`src/rtl/riscv_ctrl_pkg.sv`:
```
// Shared encodings for the multicycle RV32 control path: opcodes, FSM states
// and the select/operation codes driven onto the datapath.
package riscv_ctrl_pkg;

    // Major opcodes (IR[6:0]) understood by the sequencer
    localparam logic [6:0] OPC_LOAD   = 7'b0000011;
    localparam logic [6:0] OPC_STORE  = 7'b0100011;
    localparam logic [6:0] OPC_RTYPE  = 7'b0110011;
    localparam logic [6:0] OPC_BRANCH = 7'b1100011;
    localparam logic [6:0] OPC_OPIMM  = 7'b0010011;
    localparam logic [6:0] OPC_LUI    = 7'b0110111;
    localparam logic [6:0] OPC_JALR   = 7'b1100111;
    localparam logic [6:0] OPC_JAL    = 7'b1101111;

    // Sequencer states
    typedef enum logic [2:0] {
        ST_FETCH  = 3'd0,
        ST_DECODE = 3'd1,
        ST_EXEC   = 3'd2,
        ST_MEM    = 3'd3,
        ST_WB     = 3'd4,
        ST_TRAP   = 3'd5
    } state_t;

    // ALU operation class
    localparam logic [1:0] ALU_IMM    = 2'b00;
    localparam logic [1:0] ALU_ADD    = 2'b01;
    localparam logic [1:0] ALU_RTYPE  = 2'b10;
    localparam logic [1:0] ALU_BRCMP  = 2'b11;

    // PC source select
    localparam logic [1:0] PC_PLUS4   = 2'd0;
    localparam logic [1:0] PC_TARGET  = 2'd1;
    localparam logic [1:0] PC_JALR    = 2'd2;

    // ALU operand A select
    localparam logic [1:0] SRC_A_RS1  = 2'd0;
    localparam logic [1:0] SRC_A_PC   = 2'd1;
    localparam logic [1:0] SRC_A_ZERO = 2'd2;

    // ALU operand B select
    localparam logic [1:0] SRC_B_RS2  = 2'd0;
    localparam logic [1:0] SRC_B_IMM  = 2'd1;

    // Register write-back source select
    localparam logic [1:0] WB_ALU     = 2'd0;
    localparam logic [1:0] WB_MEM     = 2'd1;
    localparam logic [1:0] WB_PC4     = 2'd2;

    // True for every opcode the sequencer can execute; anything else traps
    function automatic logic is_legal_opcode(input logic [6:0] opc);
        logic legal;
        case (opc)
            OPC_LOAD, OPC_STORE, OPC_RTYPE, OPC_BRANCH,
            OPC_OPIMM, OPC_LUI, OPC_JALR, OPC_JAL: legal = 1'b1;
            default:                                legal = 1'b0;
        endcase
        return legal;
    endfunction

endpackage

```
`src/rtl/mem_wait_timer.sv`:
```
// Counts cycles a memory request has been left unanswered and flags the
// cycle in which the wait budget runs out.
module mem_wait_timer #(
    parameter int MEM_TIMEOUT = 16
) (
    input  logic clk,
    input  logic rst_n,
    input  logic i_clr,
    input  logic i_inc,
    output logic o_expire
);

    localparam int TW = (MEM_TIMEOUT > 2) ? $clog2(MEM_TIMEOUT) : 1;
    localparam logic [TW-1:0] LAST = TW'(MEM_TIMEOUT - 1);

    logic [TW-1:0] r_count;

    // Wait counter: cleared by the sequencer, holds at the last value
    always_ff @(posedge clk) begin
        if (!rst_n) begin
            r_count <= '0;
        end else if (i_clr) begin
            r_count <= '0;
        end else if (i_inc && (r_count != LAST)) begin
            r_count <= r_count + TW'(1);
        end else begin
            r_count <= r_count;
        end
    end

    // Expiry only while still waiting; a same-cycle ready keeps i_inc low
    assign o_expire = i_inc && (r_count == LAST);

endmodule

```
`src/rtl/multicycle_sequencer.sv`:
```
// Multicycle control FSM for the RV32 core. Steps each instruction through
// FETCH/DECODE/EXEC/[MEM]/[WB], drives datapath enables, handshakes with the
// unified memory port, traps on illegal opcodes or memory timeout and counts
// retired instructions.
module multicycle_sequencer #(
    parameter int MEM_TIMEOUT = 16,
    parameter int CNT_W       = 32
) (
    input  logic             clk,
    input  logic             rst_n,
    input  logic [6:0]       opcode,
    input  logic             branch_taken,
    input  logic             mem_ready,
    output logic             mem_req,
    output logic             mem_we,
    output logic             addr_sel,
    output logic             ir_write,
    output logic             pc_write,
    output logic [1:0]       pc_src,
    output logic [1:0]       alu_src_a,
    output logic [1:0]       alu_src_b,
    output logic [1:0]       alu_op,
    output logic             reg_write,
    output logic [1:0]       wb_sel,
    output logic             instr_done,
    output logic             trap_o,
    output logic [CNT_W-1:0] instret_o
);

    import riscv_ctrl_pkg::*;

    state_t           r_state;
    state_t           w_state_next;
    logic [6:0]       r_opcode;
    logic [CNT_W-1:0] r_instret;

    logic             w_mem_req;
    logic             w_mem_we;
    logic             w_addr_sel;
    logic             w_ir_write;
    logic             w_pc_write;
    logic [1:0]       w_pc_src;
    logic [1:0]       w_alu_src_a;
    logic [1:0]       w_alu_src_b;
    logic [1:0]       w_alu_op;
    logic             w_reg_write;
    logic [1:0]       w_wb_sel;
    logic             w_retire;
    logic             w_trap;

    logic             w_timer_clr;
    logic             w_timer_inc;
    logic             w_timer_expire;

    // Timer runs only in the memory states; any handshake restarts it
    assign w_timer_clr = ((r_state != ST_FETCH) && (r_state != ST_MEM)) || mem_ready;
    assign w_timer_inc = w_mem_req && !mem_ready;

    mem_wait_timer #(
        .MEM_TIMEOUT (MEM_TIMEOUT)
    ) u_mem_wait_timer (
        .clk      (clk),
        .rst_n    (rst_n),
        .i_clr    (w_timer_clr),
        .i_inc    (w_timer_inc),
        .o_expire (w_timer_expire)
    );

    // State register
    always_ff @(posedge clk) begin
        if (!rst_n) begin
            r_state <= ST_FETCH;
        end else begin
            r_state <= w_state_next;
        end
    end

    // Opcode is captured at the end of DECODE and drives EXEC/MEM/WB decode
    always_ff @(posedge clk) begin
        if (!rst_n) begin
            r_opcode <= 7'd0;
        end else if (r_state == ST_DECODE) begin
            r_opcode <= opcode;
        end else begin
            r_opcode <= r_opcode;
        end
    end

    // Retired-instruction counter, wraps naturally
    always_ff @(posedge clk) begin
        if (!rst_n) begin
            r_instret <= '0;
        end else if (w_retire) begin
            r_instret <= r_instret + CNT_W'(1);
        end else begin
            r_instret <= r_instret;
        end
    end

    // Next-state and Moore output decode (FETCH strobes qualified by mem_ready)
    always_comb begin
        w_state_next = r_state;
        w_mem_req    = 1'b0;
        w_mem_we     = 1'b0;
        w_addr_sel   = 1'b0;
        w_ir_write   = 1'b0;
        w_pc_write   = 1'b0;
        w_pc_src     = PC_PLUS4;
        w_alu_src_a  = SRC_A_RS1;
        w_alu_src_b  = SRC_B_RS2;
        w_alu_op     = ALU_IMM;
        w_reg_write  = 1'b0;
        w_wb_sel     = WB_ALU;
        w_retire     = 1'b0;
        w_trap       = 1'b0;

        case (r_state)
            ST_FETCH: begin
                w_mem_req  = 1'b1;
                w_addr_sel = 1'b0;
                if (mem_ready) begin
                    w_ir_write   = 1'b1;
                    w_pc_write   = 1'b1;
                    w_pc_src     = PC_PLUS4;
                    w_state_next = ST_DECODE;
                end else if (w_timer_expire) begin
                    w_state_next = ST_TRAP;
                end else begin
                    w_state_next = ST_FETCH;
                end
            end

            ST_DECODE: begin
                // Branch/jump target precomputed into ALUOut
                w_alu_src_a = SRC_A_PC;
                w_alu_src_b = SRC_B_IMM;
                w_alu_op    = ALU_ADD;
                if (is_legal_opcode(opcode)) begin
                    w_state_next = ST_EXEC;
                end else begin
                    w_state_next = ST_TRAP;
                end
            end

            ST_EXEC: begin
                case (r_opcode)
                    OPC_RTYPE: begin
                        w_alu_src_a  = SRC_A_RS1;
                        w_alu_src_b  = SRC_B_RS2;
                        w_alu_op     = ALU_RTYPE;
                        w_state_next = ST_WB;
                    end
                    OPC_OPIMM: begin
                        w_alu_src_a  = SRC_A_RS1;
                        w_alu_src_b  = SRC_B_IMM;
                        w_alu_op     = ALU_IMM;
                        w_state_next = ST_WB;
                    end
                    OPC_LOAD, OPC_STORE: begin
                        w_alu_src_a  = SRC_A_RS1;
                        w_alu_src_b  = SRC_B_IMM;
                        w_alu_op     = ALU_ADD;
                        w_state_next = ST_MEM;
                    end
                    OPC_LUI: begin
                        w_alu_src_a  = SRC_A_ZERO;
                        w_alu_src_b  = SRC_B_IMM;
                        w_alu_op     = ALU_ADD;
                        w_state_next = ST_WB;
                    end
                    OPC_BRANCH: begin
                        w_alu_src_a  = SRC_A_RS1;
                        w_alu_src_b  = SRC_B_RS2;
                        w_alu_op     = ALU_BRCMP;
                        w_pc_write   = branch_taken;
                        w_pc_src     = PC_TARGET;
                        w_retire     = 1'b1;
                        w_state_next = ST_FETCH;
                    end
                    OPC_JAL: begin
                        w_pc_write   = 1'b1;
                        w_pc_src     = PC_TARGET;
                        w_state_next = ST_WB;
                    end
                    OPC_JALR: begin
                        w_alu_src_a  = SRC_A_RS1;
                        w_alu_src_b  = SRC_B_IMM;
                        w_alu_op     = ALU_ADD;
                        w_pc_write   = 1'b1;
                        w_pc_src     = PC_JALR;
                        w_state_next = ST_WB;
                    end
                    default: begin
                        // Unreachable: DECODE already filtered illegal opcodes
                        w_state_next = ST_TRAP;
                    end
                endcase
            end

            ST_MEM: begin
                w_mem_req  = 1'b1;
                w_addr_sel = 1'b1;
                w_mem_we   = (r_opcode == OPC_STORE);
                if (mem_ready) begin
                    if (r_opcode == OPC_STORE) begin
                        w_retire     = 1'b1;
                        w_state_next = ST_FETCH;
                    end else begin
                        w_state_next = ST_WB;
                    end
                end else if (w_timer_expire) begin
                    w_state_next = ST_TRAP;
                end else begin
                    w_state_next = ST_MEM;
                end
            end

            ST_WB: begin
                w_reg_write = 1'b1;
                case (r_opcode)
                    OPC_LOAD:          w_wb_sel = WB_MEM;
                    OPC_JAL, OPC_JALR: w_wb_sel = WB_PC4;
                    default:           w_wb_sel = WB_ALU;
                endcase
                w_retire     = 1'b1;
                w_state_next = ST_FETCH;
            end

            ST_TRAP: begin
                // Sticky: only reset leaves this state
                w_trap       = 1'b1;
                w_state_next = ST_TRAP;
            end

            default: begin
                w_state_next = ST_TRAP;
            end
        endcase
    end

    // Output stage: everything forced low while reset is asserted
    always_comb begin
        if (rst_n) begin
            mem_req    = w_mem_req;
            mem_we     = w_mem_we;
            addr_sel   = w_addr_sel;
            ir_write   = w_ir_write;
            pc_write   = w_pc_write;
            pc_src     = w_pc_src;
            alu_src_a  = w_alu_src_a;
            alu_src_b  = w_alu_src_b;
            alu_op     = w_alu_op;
            reg_write  = w_reg_write;
            wb_sel     = w_wb_sel;
            instr_done = w_retire;
            trap_o     = w_trap;
            instret_o  = r_instret;
        end else begin
            mem_req    = 1'b0;
            mem_we     = 1'b0;
            addr_sel   = 1'b0;
            ir_write   = 1'b0;
            pc_write   = 1'b0;
            pc_src     = 2'd0;
            alu_src_a  = 2'd0;
            alu_src_b  = 2'd0;
            alu_op     = 2'd0;
            reg_write  = 1'b0;
            wb_sel     = 2'd0;
            instr_done = 1'b0;
            trap_o     = 1'b0;
            instret_o  = '0;
        end
    end

endmodule

```
`config.mk`:
```
export PLATFORM = sky130hd
export DESIGN_NAME = multicycle_sequencer
export DESIGN_NICKNAME = d
export VERILOG_FILES = /design/src/rtl/riscv_ctrl_pkg.sv /design/src/rtl/mem_wait_timer.sv /design/src/rtl/multicycle_sequencer.sv
export SDC_FILE = /design/constraint.sdc
export NUM_CORES = 1
export LEC_CHECK = 0
export ABC_CLOCK_PERIOD_IN_PS = 2900
export CAP_MARGIN = 0
export CORE_ASPECT_RATIO = 1.1
export CORE_MARGIN = 3
export CORE_UTILIZATION = 46
export DETAILED_ROUTE_END_ITERATION = 7
export PLACE_DENSITY = 0.84
export SKIP_LAST_GASP = 1
export SLEW_MARGIN = 20
export SYNTH_ARGS = -nofsm -noshare
export SYNTH_HDL_FRONTEND = slang
export SYNTH_SLANG_ARGS = --single-unit
```
`constraint.sdc`:
```
create_clock -name clk -period 2.9 [get_ports clk]
set_input_delay 0.58 -clock clk [delete_from_list [all_inputs] [get_ports clk]]
set_output_delay 0.58 -clock clk [all_outputs]
set_load 0.02 [all_outputs]
```
==> impl_metrics.yaml <==
die:
  dieArea_sq_mm: 0.00700
  fp.dieH_microns: 87.4
  rows: 29
  io_pins: 61
  core_region_area_sq_mm: 0.00581
  die_w_microns: 80.0
  floorplan.initialDensity_pct: 47.8
detailed_routing:
  drtIter0Drc: 114
  detail-route-antenna-nets: 0
  viasPerCell: 5.57
  routedWlPerCell_microns: 14.0
  wirelength_microns: 6800
  vias: 2701
  firstDrtPassIters: 5
  drc: 0
sta:
  max_freq_mhz: 355
  worst_pin_slew_ps: 497
  finalCritPeriodShare_pct: 97.1
  clock_skew_ps: 8.37
  setup_violations: 0
  max_slew_margin_pct: 66.6
  rsz0062_at_grt: "yes"
  setup-tns-final_ps: 0
  drv_slew: 0
  hold_viol_final: 0
  period_needed_ps: 2820
setup_path:
  critPathCapture: "instret_o[6]"
  cp_slowest_stage_delay_ps: 620
  path_class: "in2out"
  worst-path-buf-inv: 3
  crit_top_cell: "clkdlybuf4s50_1"
  rr_endpoint: "r_instret[25]"
  cpLargestDelayFamily: "buffers and inverters"
  cp-start-kind: "input port"
  crit_required_ps: 2320
  startpoint: "rst_n"
  reg2reg_depth: 5
  path_max_fanout: 32
  cp-end-kind: "output pin"
  crit_cells: 4
  cpMaxStageDelayCell: "clkdlybuf4s50_1"
  cp_cell_sequence: "clkdlybuf4s50_1 > buf_4 > and2_1 > clkdlybuf4s50_1"
  reg2reg_from: "r_instret[5]"
  cp.arrival_ps: 2240
  reg2reg_slack_ps: 760
power:
  ir_drop_mv: 0.305
  netSwitchingFraction_pct: 27.1
  p_switching_uw: 348
  power_density_mw_per_mm2: 356
  seqPwrFrac_pct: 52.0
  p_int_uw: 936
  leakagePower_uw: 0.00144
  p_comb_share_pct: 17.4
  clockPowerShare_pct: 30.7
  p_total_uw: 1280
clock_tree:
  clk_root_buffer_cell: "clkbuf_8"
  cts_buffer_depth: 2
  cts.sinks: 46
  cts_buffers: 5
  clk_latency_ps: 290
  cts_tree: "done"
  htree_levels: 2
  path_clk_slew_ps: 80
logic_synthesis:
  netlist_area_sq_mm: 0.00277
  ys_async_sr_fraction_pct: 0
  syn_avg_cell_area_sq_um: 8.11
  synth.distinct_cells: 54
  synth-edff-count: 0
  synth_fp_nets: 355
  seq_area_frac_synth_pct: 33.2
  synth-main-ff-cell: "dfxtp_1"
  syn_inst: 342
  ys_warn_count: 0
  ys_seq_elements: 46
run_status:
  outcome: "complete, no violations"
min_path:
  hp-start: "r_instret[31]"
  hold_class: "reg2reg"
finish:
  post-route-cell-area_sq_mm: 0.00360
  area_growth_pct: 29.9
  fin_util_pct: 62.1
  layout-drive-gt1-share_pct: 11.0
  antenna_cells: 0
  final_cells: 485
  fin_nets: 420
place:
  dp_hpwl_microns: 5030
  globalplace.congestion: 0.866
  dp.cells: 477
  portBuffers: 59
  post_dp_cell_area_sq_mm: 0.00349
grt:
  grtUsageTotal_pct: 19.6
  gr-total-overflow: 0
  grt_pass1_vias: 2533
  antenna_found_initial: 0
  grt_start_max_net_pins: 33
  grt_first_pass_wirelength_microns: 11300
flow_run:
  drv_cap: 0
-- metal layers --
layer | GRT usage [%] | vias up | share of wire, %
li1 | - | 1331 | -
met1 | 23.3 | 1274 | 42
met2 | 35.6 | 86 | 51
met3 | 4.14 | 10 | 5.5
met4 | 4.61 | 0 | 1.0
met5 | 0 | - | 0
-- cell usage after synthesis, types with 2 or more instances --
| cell | count | area, sq um |
|---|---|---|
| clkbuf_1 | 8 | 30.0 |
| a31oi_1 | 2 | 12.5 |
| buf_6 | 2 | 22.5 |
| and3_1 | 8 | 50.1 |
| mux2_4 | 2 | 30.0 |
| nor4b_1 | 3 | 26.3 |
| and4_1 | 5 | 43.8 |
| buf_2 | 4 | 20.0 |
| o31ai_1 | 3 | 22.5 |
| nor3_1 | 11 | 55.1 |
| and2_1 | 32 | 200 |
| nand4_1 | 11 | 68.8 |
| nor4_1 | 11 | 68.8 |
| or2_1 | 2 | 12.5 |
| dfxtp_1 | 46 | 921 |
| o21ai_0 | 7 | 35.0 |
| nand2b_1 | 2 | 12.5 |
| nor2_1 | 51 | 191 |
| xnor2_1 | 19 | 166 |
| mux2_2 | 6 | 67.6 |
| ha_1 | 2 | 25.0 |
| or4_1 | 3 | 22.5 |
| inv_1 | 8 | 30.0 |
| a21oi_1 | 11 | 55.1 |
| o21a_1 | 2 | 15.0 |
| nor3b_1 | 2 | 15.0 |
| mux2i_1 | 8 | 80.1 |
| nor3_2 | 2 | 20.0 |
| nor4bb_1 | 2 | 20.0 |
| nand2_1 | 24 | 90.1 |
| buf_4 | 4 | 30.0 |
| nand3_1 | 17 | 85.1 |
-- worst min-delay path, delay by kind of cell, from the launching register on --
kind | cells | cell delay (ps)
DFF | 1 | 320
AOI/OAI and AO/OA | 2 | 130
-- worst min-delay path by stage --
stage	endpoint	slack (ps)	cells after the start
after detailed placement	r_instret[31]	480	2
after global routing	r_instret[31]	520	2
after CTS	r_instret[31]	490	2
after global placement	r_instret[31]	470	2
final	r_instret[31]	490	2
after floorplan	r_instret[31]	450	2
-- layout make-up --
class                   count  area [sq um]
inverters                   8          30.0
clock buffers               7          86.3
fillers                   536          2200
flip-flops and latches     46           921
well taps                  77          96.3
multi-input cells         268          1720
clock inverters             1          5.00
repair buffers             78           746
-- registers in the layout (all words and copies together) (netlist names) --
register,cells
r_instret,32
r_opcode,7
u_mem_wait_timer.r_count,4
r_state,3
-- power groups by stage --
stage | clock [uW] | combinational, uW | sequential [uW]
after detailed placement | 0 | 225 | 682
after global placement | 0 | 220 | 680
after CTS | 409 | 225 | 667
after floorplan | 0 | 146 | 676
final | 394 | 223 | 667
after global routing | 433 | 246 | 671
-- cell usage in the layout, fill, tap and decap left out, drive strengths merged, types with 5 or more instances in the layout --
| master | synthesis | routed |
|---|---|---|
| clkdlybuf4s50 | 0 | 51 |
| nor4 | 12 | 12 |
| mux2i | 8 | 8 |
| dfxtp | 46 | 46 |
| mux2 | 8 | 8 |
| a21oi | 11 | 11 |
| inv | 8 | 8 |
| clkbuf | 9 | 7 |
| xnor2 | 19 | 19 |
| and2 | 32 | 32 |
| nand2 | 24 | 24 |
| nor2 | 52 | 52 |
| dlymetal6s2s | 0 | 6 |
| nand3 | 17 | 17 |
| buf | 11 | 19 |
| o21ai | 7 | 7 |
| and4 | 5 | 5 |
| nor3 | 13 | 13 |
| and3 | 8 | 8 |
| nand4 | 11 | 11 |
-- per-stage QoR --
stage / worst slack [ps] / hold WS [ps]
6_report: 84.2 / 489
5_1_grt: -14.2 / 518
4_1_cts: 19.9 / 492
3_5_place_dp: -74.7 / 480
3_3_place_gp: -52.6 / 466
2_1_floorplan: 235 / 446
-- repair_timing --
action,in CTS,in global routing
pin swaps,0,0
setup buffers,0,0
endpoints found under the setup margin,4,8
hold buffers,0,0
gates resized for setup,3,8
-- logic make-up after synthesis --
kind of cell    count (synthesis)  share of synthesized area (%)
compound gates                 34                           9.20
xor+xnor                       20                           6.31
fa+ha+maj                       2                          0.902
buf+inv                        28                           5.10
flops                          46                           33.2
mux                            16                           6.41
other cells                     1                          0.135
simple gates                  195                           38.7
No activity file was read; power rests on OpenSTA's default activity.
